===== config.mk =====
export PLATFORM = sky130hd
export DESIGN_NAME = gcd_req_sequencer
export DESIGN_NICKNAME = d
export VERILOG_FILES = /design/src/rtl/gcd_pkg.sv /design/src/rtl/gcd_req_fifo.sv /design/src/rtl/gcd_req_sequencer.sv
export SDC_FILE = /design/constraint.sdc
export NUM_CORES = 1
export LEC_CHECK = 0
export CAP_MARGIN = 5
export CORE_ASPECT_RATIO = 0.9
export CORE_MARGIN = 10
export CORE_UTILIZATION = 45
export CTS_CLUSTER_DIAMETER = 200
export CTS_CLUSTER_SIZE = 20
export DETAILED_ROUTE_END_ITERATION = 8
export HOLD_SLACK_MARGIN = 0.06
export PLACE_DENSITY = 0.8
export RECOVER_POWER = 25
export REMOVE_ABC_BUFFERS = 1
export SKIP_CTS_REPAIR_TIMING = 1
export SLEW_MARGIN = 20
export SYNTH_ARGS = -nofsm -noshare
export SYNTH_HDL_FRONTEND = slang
export SYNTH_HIERARCHICAL = 1
export SYNTH_SLANG_ARGS = --single-unit
export TNS_END_PERCENT = 1

===== constraint.sdc =====
create_clock -name clk -period 5.36 [get_ports clk]
set_input_delay 1.072 -clock clk [delete_from_list [all_inputs] [get_ports clk]]
set_output_delay 1.072 -clock clk [all_outputs]
set_load 0.02 [all_outputs]

===== src/rtl/gcd_pkg.sv =====
// Shared types for the GCD request front-end.
package gcd_pkg;

  // Request sequencer FSM states.
  typedef enum logic [1:0] {
    RQ_IDLE  = 2'd0,
    RQ_ISSUE = 2'd1,
    RQ_WAIT  = 2'd2,
    RQ_RESP  = 2'd3
  } req_state_t;

endpackage


===== src/rtl/gcd_req_fifo.sv =====
// Synchronous request FIFO. Read data comes straight out of the storage
// flops at the read pointer, so a word written this cycle is only visible
// from the next cycle on (no write-to-read bypass).
module gcd_req_fifo #(
  parameter int WIDTH = 36,
  parameter int DEPTH = 4
) (
  input  logic             clk,
  input  logic             resetn,
  input  logic             push_i,
  input  logic [WIDTH-1:0] wr_data_i,
  input  logic             pop_i,
  output logic [WIDTH-1:0] rd_data_o,
  output logic             full_o,
  output logic             empty_o
);
  localparam int AW = (DEPTH > 1) ? $clog2(DEPTH) : 1;

  logic [WIDTH-1:0] mem_q [DEPTH];
  logic [AW-1:0]    wr_ptr_q, rd_ptr_q;
  logic [AW:0]      count_q;
  logic             do_push, do_pop;

  assign do_push   = push_i && !full_o;
  assign do_pop    = pop_i && !empty_o;
  assign full_o    = (count_q == (AW+1)'(DEPTH));
  assign empty_o   = (count_q == '0);
  assign rd_data_o = mem_q[rd_ptr_q];

  // Storage array; contents are don't-care until written, so no reset.
  always_ff @(posedge clk) begin
    if (do_push) begin
      mem_q[wr_ptr_q] <= wr_data_i;
    end
  end

  // Pointers wrap naturally since DEPTH is a power of two.
  always_ff @(posedge clk) begin
    if (!resetn) begin
      wr_ptr_q <= '0;
      rd_ptr_q <= '0;
      count_q  <= '0;
    end else begin
      if (do_push) wr_ptr_q <= wr_ptr_q + AW'(1);
      if (do_pop)  rd_ptr_q <= rd_ptr_q + AW'(1);
      count_q <= count_q + (AW+1)'(do_push) - (AW+1)'(do_pop);
    end
  end

endmodule


===== src/rtl/gcd_req_sequencer.sv =====
// Front-end for the GCD core: queues tagged operand pairs, issues them to
// the core one at a time, bounds each core operation with a watchdog and
// returns {gcd, tag, err} in request order. Zero operands never reach the core.
module gcd_req_sequencer
  import gcd_pkg::*;
#(
  parameter int XLEN    = 16,
  parameter int DEPTH   = 4,
  parameter int TAGW    = 4,
  parameter int TIMEOUT = 64
) (
  input  logic            clk,
  input  logic            resetn,
  input  logic            req_valid_i,
  output logic            req_ready_o,
  input  logic [XLEN-1:0] req_a_i,
  input  logic [XLEN-1:0] req_b_i,
  input  logic [TAGW-1:0] req_tag_i,
  output logic            rsp_valid_o,
  input  logic            rsp_ready_i,
  output logic [XLEN-1:0] rsp_gcd_o,
  output logic [TAGW-1:0] rsp_tag_o,
  output logic            rsp_err_o,
  output logic            core_ld_o,
  output logic [XLEN-1:0] core_a_o,
  output logic [XLEN-1:0] core_b_o,
  input  logic            core_done_i,
  input  logic [XLEN-1:0] core_gcd_i,
  output logic            busy_o
);
  localparam int FW  = 2*XLEN + TAGW;
  localparam int WDW = $clog2(TIMEOUT);
  localparam logic [WDW-1:0] WD_LAST = WDW'(TIMEOUT - 1);

  req_state_t      state_q, state_d;
  logic            fifo_full, fifo_empty, pop;
  logic [FW-1:0]   fifo_rd_data;
  logic [XLEN-1:0] head_a, head_b;
  logic [TAGW-1:0] head_tag;
  logic            head_zero;
  logic [XLEN-1:0] a_q, b_q, gcd_q;
  logic [TAGW-1:0] tag_q;
  logic            err_q;
  logic [WDW-1:0]  wd_q, wd_inc;
  logic            done_ok, wd_expired;

  assign {head_a, head_b, head_tag} = fifo_rd_data;
  assign head_zero  = (head_a == '0) || (head_b == '0);
  assign pop        = (state_q == RQ_IDLE) && !fifo_empty;
  assign wd_inc     = wd_q + WDW'(1);
  // wd_q is zero only in the first WAIT cycle, where a done left over from
  // the previous operation may still be showing.
  assign done_ok    = core_done_i && (wd_q != '0);
  assign wd_expired = (wd_inc == WD_LAST);

  gcd_req_fifo #(
    .WIDTH (FW),
    .DEPTH (DEPTH)
  ) u_fifo (
    .clk       (clk),
    .resetn    (resetn),
    .push_i    (req_valid_i),
    .wr_data_i ({req_a_i, req_b_i, req_tag_i}),
    .pop_i     (pop),
    .rd_data_o (fifo_rd_data),
    .full_o    (fifo_full),
    .empty_o   (fifo_empty)
  );

  // Next-state selection; done takes priority over the watchdog.
  always_comb begin
    state_d = state_q;
    unique case (state_q)
      RQ_IDLE:  if (pop) state_d = head_zero ? RQ_RESP : RQ_ISSUE;
      RQ_ISSUE: state_d = RQ_WAIT;
      RQ_WAIT:  if (done_ok || wd_expired) state_d = RQ_RESP;
      RQ_RESP:  if (rsp_ready_i) state_d = RQ_IDLE;
      default:  state_d = RQ_IDLE;
    endcase
  end

  // State register.
  always_ff @(posedge clk) begin
    if (!resetn) state_q <= RQ_IDLE;
    else         state_q <= state_d;
  end

  // Operand/tag capture, watchdog and response registers. core_gcd_i is
  // only looked at when a qualified done is present, so a floating bus
  // never reaches the response.
  always_ff @(posedge clk) begin
    if (!resetn) begin
      a_q   <= '0;
      b_q   <= '0;
      tag_q <= '0;
      gcd_q <= '0;
      err_q <= 1'b0;
      wd_q  <= '0;
    end else begin
      if (pop) begin
        a_q   <= head_a;
        b_q   <= head_b;
        tag_q <= head_tag;
        if (head_zero) begin
          gcd_q <= head_a | head_b;
          err_q <= 1'b0;
        end
      end
      if (state_q == RQ_ISSUE) wd_q <= '0;
      if (state_q == RQ_WAIT) begin
        wd_q <= wd_inc;
        if (done_ok) begin
          gcd_q <= core_gcd_i;
          err_q <= 1'b0;
        end else if (wd_expired) begin
          gcd_q <= '0;
          err_q <= 1'b1;
        end
      end
    end
  end

  assign req_ready_o = !fifo_full;
  assign rsp_valid_o = (state_q == RQ_RESP);
  assign rsp_gcd_o   = gcd_q;
  assign rsp_tag_o   = tag_q;
  assign rsp_err_o   = err_q;
  assign core_ld_o   = (state_q == RQ_ISSUE);
  assign core_a_o    = a_q;
  assign core_b_o    = b_q;
  assign busy_o      = (state_q != RQ_IDLE) || !fifo_empty;

endmodule


==> impl_metrics.csv <==
group,metric,value,unit
cts,clkLatencyLatePin,0.47,ns
detailed_routing,drc,0,
logic_synthesis,synth-compound-area-share,0.05771,
cts,clockBufferDepth,3,
cts,clk_pin_slew,0.08,ns
setup_path,r2r_slack,1.80,ns
logic_synthesis,yosys.area_share.simple,0.09961,
sta,relSlewSlack,0.2946,
layout,multi_input_area,2414,um^2
floorplan,die_area,24510,um^2
setup_path,cp-start-kind,"flip-flop",
layout,fin_nets,735,
setup_path,cp_max_fo,33,
layout,fillers,1464,
setup_path,end_kind,"flip-flop",
detailed_routing,drt_wl_total,19.67,mm
global_route,antenna_found_initial,4,
logic_synthesis,synth-edff-count,144,
logic_synthesis,synth_warnings,6,
sta,drv_slew,0,
logic_synthesis,yosysUniqueCellTypes,51,
global_route,grt_pass1_wl,30.31,mm
pwr,power.switching,1.388,mW
sta,rsz0062_at_grt,"false",
floorplan,initial_core_util,0.4573,
layout,regArea,5731,um^2
global_route,grt_usage,0.1587,
pwr,p_per_area,444.4,nW/um^2
setup_path,crit_arrival,3.92,ns
pwr,clock_power_share,0.231,
layout,design_area,10090,um^2
logic_synthesis,synthMuxAreaShare,0.1030,
pwr,leakagePower,3.327,nW
sta,fin_crit_sh,0.6633,
sta,fin_crit,3.556,ns
min_path,hold_depth,2,
detailed_routing,ant_nets,0,
logic_synthesis,synth_xor_xnor_area_share,0.003132,
logic_synthesis,yosysTopAreaCellShare,0.5154,
placement,placed_area,9666,um^2
logic_synthesis,ys.flop_type,"edfxtp_1",
sta,setup_tns,0,ns
floorplan,pin_count,114,
setup_path,ff2ff_path_depth,7,
cts,cts_root_buf,"clkbuf_16",
detailed_routing,dr.pass1.iters,5,
cts,cts_buffers,14,
logic_synthesis,synth_seq_cells,214,
floorplan,rows,47,
pwr,p_comb_frac,0.283,
pwr,p_int,3.097,mW
pwr,swShare,0.3095,
sta,finClkSkew,0.008590,ns
global_route,grt.overflow.total,0,
cts,h-tree-depth,1,
cts,cts.sinks,214,
logic_synthesis,syn-cell-area,8391,um^2
logic_synthesis,seq_area_frac_synth,0.6824,
sta,hold_viol,0,
pwr,ir_drop,320.7,uV
logic_synthesis,synth_top_cell_by_area,"edfxtp_1",
sta,worst_slew_pin_slew,1.058,ns
logic_synthesis,syn_avg_cell_area,14.96,um^2
logic_synthesis,netlist_instances,561,
run,maxCapViolCount,0,
logic_synthesis,async_flop_share,0,
min_path,hp-start,"core_a_o[9]",
floorplan,fp.dieH,149.5,um
sta,final.setup.worst_slack,1.804,ns
pwr,p_total,4.485,mW
layout,syn_to_final_growth,20.28,%
setup_path,r2r-end,"rsp_gcd_o[4]",
sta,hold_slack,0.4568,ns
pwr,pwr-share-seq,0.486,
floorplan,core,18350,um^2
logic_synthesis,synthTopCellsByArea,"edfxtp_1, dfxtp_1, mux4_2",
detailed_routing,routedWlPerCell,21.38,um
layout,drive_gt1_frac,0.09538,
sta,fmax,281.3,MHz
min_path,hold_path_class,"flip-flop to flip-flop",
cts,cts_tree,"done",
sta,final-setup-viol-count,0,
run_status,status,"finished clean",
logic_synthesis,synth_adder_area_share,0.02326,
floorplan,die_w,163.9,um
detailed_routing,vias,5067,
min_path,min_to,"core_a_o[9]",
logic_synthesis,synth_top_family_by_area,"multiplexers",
placement,routabilityCongestion,0.8188,
placement,dp_hpwl,13.28,mm
placement,port_buffers,113,
global_route,grt_max_degree,44,
detailed_routing,vias_per_cell,5.508,
setup_path,critical_path_class,"flip-flop to flip-flop",
setup_path,critical_path_required,5.72,ns
placement,dp_slack,1.500,ns
global_route,grt_pass1_vias,5239,
detailed_routing,drt_iter0_drc,492,
logic make-up (layout without fill, tap and decap cells):
| family | count (synthesis) | count (layout) |
|---|---|---|
| flip-flops | 214 | 214 |
| AND/OR/NAND/NOR | 170 | 170 |
| AO/OA/AOI/OAI | 74 | 74 |
| buffers and inverters | 46 | 156 |
| multiplexers | 39 | 39 |
| adder cells (fa/ha/maj) | 15 | 15 |
| XOR/XNOR | 3 | 3 |
| other | 0 | 4 |
cells in the mapped netlist, types with 2 or more instances:
master / count
nor3_1: 4
dfxtp_1: 70
clkbuf_1: 10
a21o_1: 2
nor4_1: 9
a21boi_0: 3
buf_1: 5
and2_1: 7
mux4_1: 6
buf_6: 3
nand3_1: 5
or3_1: 18
a21oi_1: 42
nor2b_1: 2
nor2_1: 6
nand2b_1: 18
edfxtp_1: 144
buf_2: 8
o21ai_0: 5
mux2i_1: 2
xnor2_1: 2
nand2_1: 89
nand4_1: 2
ha_1: 14
a32o_1: 16
buf_12: 3
inv_1: 13
mux4_2: 30
sequential cells by signal (all words and copies together), names as in the netlist, named ones only:
signal           flops
core_a_o            16
u_fifo/wr_ptr_q      2
wd_q                 6
u_fifo/mem_q       144
state_q              2
rsp_err_o            1
core_b_o            16
u_fifo/rd_ptr_q      2
u_fifo/count_q       3
rsp_tag_o            4
rsp_gcd_o           16
power groups by stage:
stage / Clock, mW / Combinational (mW) / Sequential, mW
final: 1.04 / 1.27 / 2.18
after global routing: 1.12 / 1.38 / 2.21
after CTS: 1.06 / 1.29 / 2.18
after detailed placement: 0 / 1.29 / 2.22
after global placement: 0 / 1.26 / 2.20
after floorplan: 0 / 0.563 / 2.34
how the worst max path moves through the flow:
stage | start | to | slack [ns] | cells after the start
finish | flip-flop | rsp_gcd_o[4] | 1.80 | 7
global route | flip-flop | rsp_gcd_o[11] | 1.53 | 7
CTS | flip-flop | rsp_gcd_o[4] | 1.48 | 7
detailed placement | flip-flop | rsp_gcd_o[4] | 1.50 | 7
global placement | flip-flop | rsp_gcd_o[8] | 1.67 | 7
floorplan | flip-flop | rsp_gcd_o[0] | 1.57 | 6
cell usage in the layout, fill, tap and decap left out, drive strengths merged, types with 4 or more instances in the layout:
cell           instances
a21boi                 4
a21oi                 42
a32o                  16
and2                   7
buf                    4
clkbuf                23
clkdlybuf4s50         87
dfxtp                 70
diode                  4
dlygate4sd3           26
edfxtp               144
ha                    14
inv                   14
mux4                  36
nand2                 89
nand2b                18
nand3                  5
nor2                   7
nor3                   5
nor4                   9
o21ai                  6
or3                   18
metal layers:
| layer | track usage | up-vias | share of wire |
|---|---|---|---|
| met5 | 0 | - | 0.00066 |
| met4 | 0.04777 | 2 | 0.027 |
| met3 | 0.03625 | 41 | 0.072 |
| met2 | 0.2632 | 175 | 0.49 |
| met1 | 0.2039 | 2540 | 0.41 |
| li1 | - | 2309 | - |
worst max-delay path, stage by stage, from the launching register on:
cell and delay [ns]:
dfxtp_4 0.73, buf_4 0.26, mux4_2 0.54, nor4_1 0.43
nand4_1 0.19, a21o_1 0.55, or3_1 0.47, a32o_1 0.27
stage by stage:
| stage | util | instances |
|---|---|---|
| 3_3_place_gp | 0.5268 | 892 |
| 2_1_floorplan | - | 530 |
| 4_1_cts | 0.5494 | 916 |
| 3_5_place_dp | 0.5268 | 892 |
| 6_report | 0.5501 | 920 |
| 5_1_grt | 0.5495 | 916 |
cell type report:
| type | count | share of cell area |
|---|---|---|
| repair buffers | 117 | 0.1151 |
| inverters | 15 | 0.005579 |
| clock buffers | 23 | 0.04017 |
| flip-flops and latches | 214 | 0.5678 |
| diodes | 4 | 0.0009918 |
| well taps | 245 | 0.03037 |
| multi-input cells | 301 | 0.2392 |
| clock inverters | 1 | 0.0008678 |
(Power assumes the default switching activity.)
